--- config.mk ---
export PLATFORM = sky130hd
export DESIGN_NAME = regfile_access_ctrl
export DESIGN_NICKNAME = d
export VERILOG_FILES = /design/src/rtl/regfile_access_ctrl.sv
export SDC_FILE = /design/constraint.sdc
export NUM_CORES = 1
export LEC_CHECK = 0
export CELL_PAD_IN_SITES_DETAIL_PLACEMENT = 1
export CELL_PAD_IN_SITES_GLOBAL_PLACEMENT = 1
export CORE_MARGIN = 2
export CORE_UTILIZATION = 30
export CTS_BUF_LIST = sky130_fd_sc_hd__clkbuf_8
export DETAILED_ROUTE_END_ITERATION = 8
export PLACE_DENSITY = 0.87
export SETUP_SLACK_MARGIN = 0.02
export SYNTH_ARGS = -nofsm -noshare
export SYNTH_HDL_FRONTEND = slang
export SYNTH_SLANG_ARGS = --single-unit
export TNS_END_PERCENT = 10
--- constraint.sdc ---
create_clock -name clk -period 2.3 [get_ports clk]
set_clock_uncertainty 0.05 [all_clocks]
set_input_delay 0.46 -clock clk [delete_from_list [all_inputs] [get_ports clk]]
set_output_delay 0.46 -clock clk [all_outputs]
set_load 0.005 [all_outputs]
--- src/rtl/regfile_access_ctrl.sv ---
// regfile_access_ctrl: command-driven master that reads, writes, clears and dumps a register file over valid/ready ports
//   cmd_*  : command port (READ/WRITE/CLEAR/DUMP), accepted on cmd_valid & cmd_ready
//   rsp_*  : response port (read data, index, last flag), held until rsp_ready
//   busy   : high whenever a multi-cycle operation is in progress
//   rf_*   : registered write and read-select pins toward the register file, plus its read data
`timescale 1ns/1ps
module regfile_access_ctrl #(
  parameter int DATA_W = 32,
  parameter int ADDR_W = 5,
  parameter int NUM_REGS = 32,
  parameter logic [DATA_W-1:0] CLEAR_VALUE = '0
) (
  input  logic              clk,
  input  logic              reset,
  input  logic              cmd_valid,
  output logic              cmd_ready,
  input  logic [1:0]        cmd_op,
  input  logic [ADDR_W-1:0] cmd_rs1,
  input  logic [ADDR_W-1:0] cmd_rs2,
  input  logic [ADDR_W-1:0] cmd_rd,
  input  logic [DATA_W-1:0] cmd_wdata,
  output logic              rsp_valid,
  input  logic              rsp_ready,
  output logic [DATA_W-1:0] rsp_data_a,
  output logic [DATA_W-1:0] rsp_data_b,
  output logic [ADDR_W-1:0] rsp_index,
  output logic              rsp_last,
  output logic              busy,
  output logic              rf_we,
  output logic [ADDR_W-1:0] rf_rd,
  output logic [DATA_W-1:0] rf_wdata,
  output logic [ADDR_W-1:0] rf_rs1,
  output logic [ADDR_W-1:0] rf_rs2,
  input  logic [DATA_W-1:0] rf_da,
  input  logic [DATA_W-1:0] rf_db
);
  typedef enum logic [2:0] {IDLE, RD_CAP, RSP_WAIT, CLEAR, DUMP_CAP, DUMP_WAIT} state_t;
  localparam logic [ADDR_W-1:0] LAST_IDX = ADDR_W'(NUM_REGS - 1);
  localparam logic [ADDR_W-1:0] LAST_PAIR = ADDR_W'(NUM_REGS - 2);
  state_t state;
  logic accept;
  assign cmd_ready = (state == IDLE) & ~rsp_valid;
  assign busy = state != IDLE;
  assign accept = cmd_valid & cmd_ready;
  // READ and DUMP share the capture and wait states; a READ response always has
  // rsp_last set, so the wait state's "last" test returns it straight to IDLE.
  always_ff @(posedge clk) begin
    if (reset) begin
      state <= IDLE;
      rf_we <= 1'b0;
      rf_rd <= '0;
      rf_wdata <= '0;
      rf_rs1 <= '0;
      rf_rs2 <= '0;
      rsp_valid <= 1'b0;
      rsp_data_a <= '0;
      rsp_data_b <= '0;
      rsp_index <= '0;
      rsp_last <= 1'b0;
    end else begin
      rf_we <= 1'b0;
      case (state)
        IDLE: if (accept) begin
          case (cmd_op)
            2'b00: begin
              rf_rs1 <= cmd_rs1;
              rf_rs2 <= cmd_rs2;
              state <= RD_CAP;
            end
            2'b01: begin
              rf_we <= 1'b1;
              rf_rd <= cmd_rd;
              rf_wdata <= cmd_wdata;
            end
            2'b10: begin
              rf_we <= 1'b1;
              rf_rd <= '0;
              rf_wdata <= CLEAR_VALUE;
              state <= CLEAR;
            end
            default: begin
              rf_rs1 <= '0;
              rf_rs2 <= ADDR_W'(1);
              state <= DUMP_CAP;
            end
          endcase
        end
        RD_CAP, DUMP_CAP: begin
          rsp_valid <= 1'b1;
          rsp_data_a <= rf_da;
          rsp_data_b <= rf_db;
          rsp_index <= rf_rs1;
          rsp_last <= (state == RD_CAP) || (rf_rs1 == LAST_PAIR);
          state <= state == RD_CAP ? RSP_WAIT : DUMP_WAIT;
        end
        RSP_WAIT, DUMP_WAIT: if (rsp_ready) begin
          rsp_valid <= 1'b0;
          state <= rsp_last ? IDLE : DUMP_CAP;
          if (!rsp_last) begin
            rf_rs1 <= rf_rs1 + ADDR_W'(2);
            rf_rs2 <= rf_rs2 + ADDR_W'(2);
          end
        end
        CLEAR: begin
          if (rf_rd == LAST_IDX) begin
            state <= IDLE;
          end else begin
            rf_we <= 1'b1;
            rf_rd <= rf_rd + ADDR_W'(1);
          end
        end
        default: state <= IDLE;
      endcase
    end
  end
endmodule

==> metrics.md <==
| Metric | Value |
|---|---|
| FF+latch count, synth | 122 |
| Critical path cell sequence | nor3_4, inv_2, buf_4, clkdlybuf4s50_1 |
| Gr usage total | 19.7% |
| Port Buffers | 237 |
| Post-DP HPWL | 12600 um |
| Wirelength per Cell | 16.3 um |
| Async SR Flop Fraction | 0% |
| Via count | 5350 |
| Fin Setup TNS | 0 ns |
| Ant. Diodes | 0 |
| Rows | 47 |
| Crit Path Category | reg2out |
| Clock Pin Slew Worst Setup and Hold Paths | 0.08 ns |
| Max-cap violations | 0 |
| Die Ht | 134 um |
| Achievable Freq | 0.456 GHz |
| Synth Warn # | 0 |
| Core box area | 16600 sq um |
| FILL cells | 1982 |
| CTS tree | done |
| Die area | 18000 sq um |
| Pre-antenna DRT Iters | 4 |
| RSZ-0062 raised after global routing | false |
| Global-route wire length before repair | 28500 um |
| CP Capture Type | primary output |
| Largest net degree at the start of global routing | 70 |
| Worst VDD drop | 626 uV |
| Final Cycle Share | 95.4% |
| PD cells | 1150 nW/um^2 |
| Crit-path max cell delay | 0.44 ns |
| Gate count of the mapped netlist | 627 |
| Setup-failing EPs final | 0 |
| Core Util, Final | 49.2% |
| Type of the worst min-delay path | in2reg |
| Total wire length | 17800 um |
| Share of layout cells above drive strength 1 | 8.37% |
| Max Fanout on Critical Path | 3 |
| Area share of the largest cell type after synthesis | 48.0% |
| Die width | 134 um |
| Max-slew violation count | 0 |
| Syn Nets | 752 |
| Synth unique cells | 53 |
| Critical path launch point type | flop |
| CP max-delay cell | clkdlybuf4s50_1 |
| Seq/Total Area, Yosys | 48.0% |
| Hold Violations, Final | 0 |
| Synth area leader | dfxtp_1 |
| DRC Markers | 0 |
| Initial antenna violation count | 0 |
| Initial Utilization | 30.7% |
| Vias in the first global route | 5560 |
| Final net count | 985 |
| Via/cell ratio | 4.90 |
| Synthesized area per cell | 8.11 sq um |
| CTS H-Tree Depth | 4 |
| Hold Buf Count CTS | 0 |
| Starting DRT DRC Count | 335 |
| Slew @ Worst Pin | 0.550 ns |
| Mapped Area | 5090 sq um |
| EDFF count, synth | 0 |
| Cells after DPL | 1060 |
| Overflow after GRT | 0 |
| Layout Cells excl Fill | 1092 |
| Root Buffer | clkbuf_8 |
| Outcome | finished clean |
| TritonCTS buffer count | 17 |
| Relative slew slack | 63.2% |
| Most common flop cell mapped by yosys | dfxtp_1 |
| Min Tclk post-route | 2.19 ns |
| Crit path buf inv count | 3 |
| Leakage power | 2.93 nW |
| Area contributors post-synth | dfxtp_1 48%, nand2_1 14%, a21oi_1 12% |
| Clock sinks | 122 |
| Worst EP required | 1.79 ns |
| Design area | 8160 sq um |
| ANT nets after route | 0 |
| CTS Buffer Depth | 2 |
| Area Growth Syn to Fin | 60.3% |
| Worst skew pair latency | 0.44 ns |
| Final Wtd Congestion | 0.811 |
| I/O pin count | 238 |
| Worst EP arrival | 1.68 ns |
| Dpl cell area | 7780 sq um |
| CP top delay family | buffers and inverters |
==> logic make-up (layout without fill, tap and decap cells) <==
logic type	Yosys count	after routing	share of synthesized area [%]
buffers and inverters	60	305	4.99
adder cells (fa/ha/maj)	8	8	1.97
AND/OR/NAND/NOR	273	273	24.8
XOR/XNOR	2	2	0.344
flip-flops	122	122	48.0
multiplexers	1	1	0.221
AO/OA/AOI/OAI	161	161	19.7
==> repair_timing <==
item | in CTS | in global routing
pin swaps | 2 | 1
gates resized for setup | 3 | 3
endpoints found under the setup margin | 1 | 1
setup buffers | 1 | 0
==> path summary, 6_finish.rpt <==
check / start / to / slack, ns / depth (start not counted)
min: reset / rsp_valid$_SDFFE_PP0P_ / 0.39 / 2
min reg2reg: rf_wdata[30]$_SDFFE_PP0P_ / rf_wdata[30]$_SDFFE_PP0P_ / 0.40 / 2
max reg2reg: state[1]$_SDFFE_PP0P_ / rf_rs2[4]$_SDFFE_PP0P_ / 0.37 / 5
max: state[1]$_SDFFE_PP0P_ / busy / 0.11 / 4
==> through the flow <==
stage	total power (W)	hold WS (ns)	setup WS, ns
floorplan	0.00528	0.398	0.379
global placement	0.00750	0.387	-0.211
detailed placement	0.00762	0.393	-0.278
CTS	0.00944	0.358	0.0342
global route	0.0100	0.386	0.00822
finish	0.00934	0.388	0.107
==> state kept, by name (all words and copies together), names as in the netlist, 3 cells and up <==
signal      cells
rf_rd           5
rf_rs1          5
rf_rs2          5
rf_wdata       32
rsp_data_a     32
rsp_data_b     32
rsp_index       5
state           3
==> power by group <==
part           switching (W)  internal [W]
logic                0.00227       0.00222
clock network       0.000887      0.000862
registers           0.000373       0.00273
total                0.00353       0.00581
==> synthesized netlist by cell type (all sizes together) (3+ instances only) <==
| master | instances |
|---|---|
| nand2b | 5 |
| nand3 | 6 |
| dfxtp | 122 |
| a311oi | 3 |
| clkbuf | 30 |
| buf | 19 |
| o21ai | 6 |
| nand3b | 34 |
| nor3b | 5 |
| a21oi | 117 |
| inv | 11 |
| and3 | 4 |
| nor2 | 15 |
| nand2 | 184 |
| nor3 | 11 |
| o32ai | 5 |
| a32oi | 3 |
| ha | 8 |
| o2111ai | 4 |
==> cell type report <==
type	instances	area, sq um	area share, %
multi-input combinational	445	2410	29.6
timing repair buffer	263	2630	32.2
sequential	122	2440	30.0
clock buffer	18	248	3.04
tap	220	275	3.38
clock inverter	13	106	1.30
inverter	11	41.3	0.506
==> routing by layer <==
layer | global-route usage (%) | share of wire [%] | up-vias
li1 | - | - | 2616
met5 | 0 | 0 | -
met4 | 7.31 | 1.8 | 0
met2 | 33.7 | 50 | 179
met1 | 23.8 | 43 | 2534
met3 | 4.91 | 5.7 | 21
==> placed cells by master, fill, tap and decap left out, drive strengths merged, types with 3 or more instances in the layout <==
master,Yosys,layout
clkinv,0,7
nand2b,5,5
nand3,6,6
o2111ai,4,4
inv,11,12
and3,4,4
nor3b,5,5
o32ai,5,5
o21ai,6,6
a32oi,3,3
clkbuf,30,18
a21oi,117,117
nor2,15,15
buf,19,27
nor3,11,11
clkinvlp,0,4
a311oi,3,3
nand3b,34,34
ha,8,8
dfxtp,122,122
nand2,184,184
clkdlybuf4s50,0,235
(Power assumes the default switching activity.)
==> patch 1: new RTL, same settings <==
Re-encode `state_t` (6 states) as one-hot, 6 bits wide.
--- a/src/rtl/regfile_access_ctrl.sv
+++ b/src/rtl/regfile_access_ctrl.sv
@@ -34,7 +34,7 @@
   input  logic [DATA_W-1:0] rf_da,
   input  logic [DATA_W-1:0] rf_db
 );
-  typedef enum logic [2:0] {IDLE, RD_CAP, RSP_WAIT, CLEAR, DUMP_CAP, DUMP_WAIT} state_t;
+  typedef enum logic [5:0] {IDLE = 6'b000001, RD_CAP = 6'b000010, RSP_WAIT = 6'b000100, CLEAR = 6'b001000, DUMP_CAP = 6'b010000, DUMP_WAIT = 6'b100000} state_t;
   localparam logic [ADDR_W-1:0] LAST_IDX = ADDR_W'(NUM_REGS - 1);
   localparam logic [ADDR_W-1:0] LAST_PAIR = ADDR_W'(NUM_REGS - 2);
   state_t state;
Check against the original RTL: no difference found for any inputs over 4 cycles, from zero or initial values and one cycle with reset high; so few cycles prove little.
==> patch 1 against the original RTL <==
- critical path type unchanged
- via count decreased by 1.1%
- critical endpoint is now cmd_ready
- final area increased by 1.4%
- synthesized area down 1.3%
- sequential cell count rose by 3
- non-clock buffer count grew 5
- wire length rose by 1.3%
- setup slack gained 0.061 ns
Power is not compared: it rests on default switching activity, and its combinational part moved more than twofold at a synthesized area within 25%.
==> patch 1: results (changes against the original RTL) <==
metric;value;unit;change
outcome;complete, no violations;;unchanged
grt_pass1_wl;28600;µm;was 28500 µm
signal_buffers;268;;was 263
instances_no_fill;1089;;was 1092
ys_top_cells_by_count;nand2_1, dfxtp_1, a21oi_1;;unchanged
rr_worst_depth;7;;was 5
grt_use_met2;34.6;%;was 33.7%
whs;0.405;ns;was 0.388 ns
wl_met3;1230;µm;was 1010 µm
use_met3;6.89;%;was 4.91%
synth_cell_type_count;50;;was 53
cts.repair.resized;2;;was 3
use_met1;22.9;%;was 23.8%
synthAdderAreaFrac;2.24;%;was 1.97%
gp_congestion;0.823;;was 0.811
drt_iter0_markers;215;;was 335
r2r-end;rf_rd[1]$_SDFFE_PP0P_;;was rf_rs2[4]$_SDFFE_PP0P_
clk_latency;0.42;ns;was 0.44 ns
wirelength_met1;7390;µm;was 7620 µm
placed_area;7790;µm²;was 7780 µm²
inverters;10;;was 11
drive_gt1_share;8.98;%;was 8.37%
ys_ff_latch;125;;was 122
synth_compound_area_share;17.6;%;was 19.7%
synth.net_count;738;;was 752
cts.clk_slew.worst_paths;0.06;ns;was 0.08 ns
grt_pass1_vias;5476;;was 5560
ff2ff_setup_slack;0.24;ns;was 0.37 ns
synth.area.top_cells;dfxtp_1, nand2_1, a21oi_1, nand3b_1, clkbuf_1;;unchanged
slowest_stage;dfxtp_1;;was clkdlybuf4s50_1
synth_cells;612;;was 627
multi_input_area_share;28.2;%;was 29.6%
tightest_slew;0.499;ns;was 0.550 ns
min_to;rsp_data_a[22]$_SDFFE_PP0P_;;was rsp_valid$_SDFFE_PP0P_
holdCritPathClass;reg -> reg;;was in -> reg
## patch 1: cell count changes after synthesis, moves of 4 or more
| cell | unedited run | this run |
|---|---|---|
| nand2_1 | 184 | 175 |
| nor2_1 | 15 | 7 |
| nor4_1 | 0 | 7 |
| buf_2 | 17 | 11 |
| nor2b_1 | 2 | 7 |
| nor3_1 | 11 | 6 |
| nor3b_1 | 5 | 1 |
## patch 1: tightest hold or removal path, cell delays in order (launching register included)
cell and delay [ns]:
dfxtp_1 0.31, nand2_1 0.05, a21oi_1 0.05
## patch 1: how the worst max path moves through the flow
stage	end	depth (start not counted)	start
4_1_cts	busy	4	state[5]$_SDFFE_PP0P_
5_1_grt	cmd_ready	5	state[2]$_SDFFE_PP0P_
6_report	cmd_ready	5	state[2]$_SDFFE_PP0P_
3_5_place_dp	state[1]$_SDFFE_PP0P_	7	cmd_op[1]
3_3_place_gp	state[2]$_SDFFE_PP0P_	7	cmd_op[1]
2_1_floorplan	rf_rd[1]$_SDFFE_PP0P_	7	rf_rd[0]$_SDFFE_PP0P_
==> patch 2: new RTL, same settings <==
Without the edit above. The parameter `ADDR_W` goes from 5 to 6.
--- a/src/rtl/regfile_access_ctrl.sv
+++ b/src/rtl/regfile_access_ctrl.sv
@@ -6,7 +6,7 @@
 `timescale 1ns/1ps
 module regfile_access_ctrl #(
   parameter int DATA_W = 32,
-  parameter int ADDR_W = 5,
+  parameter int ADDR_W = 6,
   parameter int NUM_REGS = 32,
   parameter logic [DATA_W-1:0] CLEAR_VALUE = '0
 ) (
Ports: changed (7 resized); port bits go from 238 to 245. No check against the original RTL was run, so the function may have changed too.
==> patch 2 against the original RTL <==
- critical path depth increased by 1
- fmax increased by 8.1%
- synthesized cell count increased by 5.6%
- power decreased by 1.1%
- sequential cell count increased by 4
- wire length increased by 7.8%
- first-iteration DRC count decreased by 25%
- synthesized area increased by 4.8%
- setup slack improved by 0.16 ns
- final area increased by 5.0%
- critical endpoint is now cmd_ready
- largest cell class unchanged
==> patch 2: results (changes against the original RTL) <==
metric;value;unit;change
clockBufferDepth;2;;unchanged
drt_iter0_markers;252;;was 335
reg_top3;rf_wdata x32, rsp_data_a x32, rsp_data_b x32;;unchanged
ys_ff_latch;126;;was 122
slew_headroom;71.0;%;was 63.2%
max_stage_delay;0.35;ns;was 0.44 ns
antenna_cells;0;;unchanged
clk_latency;0.44;ns;about the same
dp_slack;-0.132;ns;was -0.278 ns
outcome;complete, no violations;;unchanged
synth_seq_area_share;47.3;%;was 48.0%
io_buffers;244;;was 237
antenna_found_initial;0;;unchanged
grt_use_total;19.6;%;was 19.7%
ir_worst_vdd;575;µV;was 626 µV
root_buffer;clkbuf_8;;unchanged
synth.area.top_cells;dfxtp_1, nand2_1, a21oi_1, nand3b_1, clkbuf_1;;unchanged
slowest_stage;dfxtp_4;;was clkdlybuf4s50_1
grt_pass1_vias;5766;;was 5560
dr.pass1.iters;4;;unchanged
numCtsBuffers;17;;unchanged
power.switching;3330;µW;was 3530 µW
synthArstFlopShare;0;%;unchanged
cts.clk_slew.worst_paths;0.08;ns;about the same
final_util;49.3;%;was 49.2%
start_kind;flop;;unchanged
grt_pass1_wl;29100;µm;was 28500 µm
wl;19100;µm;was 17800 µm
synth.net_count;789;;was 752
nFillCells;2069;;was 1982
r2r_start;state[1]$_SDFFE_PP0P_;;unchanged
p_leak;0.00304;µW;was 0.00293 µW
dp_hpwl;13700;µm;was 12600 µm
synth_cell_type_count;50;;was 53
gp_congestion;0.824;;was 0.811
placed_area;8110;µm²;was 7780 µm²
holdCritPathClass;in -> reg;;unchanged
nets;1031;;was 985
synth_warnings;0;;unchanged
grt_max_degree;71;;was 70
viasPerCell;5.00;;was 4.90
htree_levels;4;;unchanged
worstPathMaxFanout;6;;was 3
ys_top_cells_by_count;nand2_1, dfxtp_1, a21oi_1;;unchanged
drive_gt1_share;8.62;%;was 8.37%
worstPathArrival;1.52;ns;was 1.68 ns
hold_start;reset;;unchanged
## patch 2: cell count changes in the layout (fill, tap and decap cells not counted), moves of 4 or more
cell	before	now
a221oi_1	0	8
buf_4	22	30
o21ai_0	3	11
clkdlybuf4s50_1	235	241
nor3_1	10	4
o32ai_1	3	9
nand2_1	184	189
a211oi_1	2	6
nand3b_1	33	37
nor2b_1	1	5
o2111ai_1	4	0
## patch 2: final timing paths
kind | slack [ns] | endpoint | cells past startpoint
setup / recovery | 0.27 | cmd_ready | 5
setup reg to reg | 0.29 | rf_rs1[5]$_SDFFE_PP0P_ | 5
hold / removal | 0.40 | rf_rd[5]$_SDFFE_PP0P_ | 2
hold reg to reg | 0.40 | rf_wdata[26]$_SDFFE_PP0P_ | 2
## patch 2: power by group through the flow
stage               sequential [µW]  clock [µW]  combinational (µW)
floorplan                      3150           0                1910
global placement               3150           0                3940
detailed placement             3190           0                4030
CTS                            3140        2150                4090
global route                   3200        2250                4420
finish                         3130        2080                4030
## patch 2: layout make-up
cell class | instances | area [µm²] | area share (%)
Sequential cell | 126 | 2530 | 29.5
Multi-Input combinational cell | 469 | 2520 | 29.4
Inverter | 12 | 45.0 | 0.526
Clock buffer | 19 | 262 | 3.05
Clock inverter | 13 | 163 | 1.90
Tap cell | 225 | 282 | 3.29
Timing Repair Buffer | 278 | 2770 | 32.3
## patch 2: critical path: cells and delay by family, from the launching register on
kind	cells	cell delay, ns
buffers and inverters	3	0.46
AND/OR/NAND/NOR	2	0.27
flip-flops	1	0.35
## patch 2: repair_timing
action                                  in CTS  in global routing
buffers inserted                             3                  0
gates resized for setup                      7                  0
endpoints found under the setup margin       2                  0
## patch 2: kinds of logic (layout without fill, tap and decap cells)
| family | Yosys count | after routing | synth area share, % |
|---|---|---|---|
| xor gates and xnor gates | 1 | 1 | 0.164 |
| buffers and inverters | 67 | 322 | 5.63 |
| adders and majority gates | 7 | 7 | 1.64 |
| and+or+nand+nor | 286 | 286 | 25.7 |
| DFF | 126 | 126 | 47.3 |
| AOI/OAI and AO/OA | 175 | 175 | 19.6 |
## patch 2: routing by layer
layer	track usage, %	wire length [µm]	vias up
met5	0	0	-
met1	21.7	7710	2730
met3	6.22	1510	25
met2	34.8	9550	188
met4	7.33	368	0
li1	-	-	2771
## patch 2: metrics by stage
stage / hold WS (ns) / instances / setup TNS, ns / total power [µW]
2_1_floorplan: 0.398 / 662 / 0 / 5070
3_3_place_gp: 0.388 / 1107 / -0.338 / 7090
3_5_place_dp: 0.394 / 1107 / -0.713 / 7220
4_1_cts: 0.352 / 1142 / 0 / 9380
5_1_grt: 0.382 / 1142 / 0 / 9870
6_report: 0.396 / 1142 / 0 / 9240
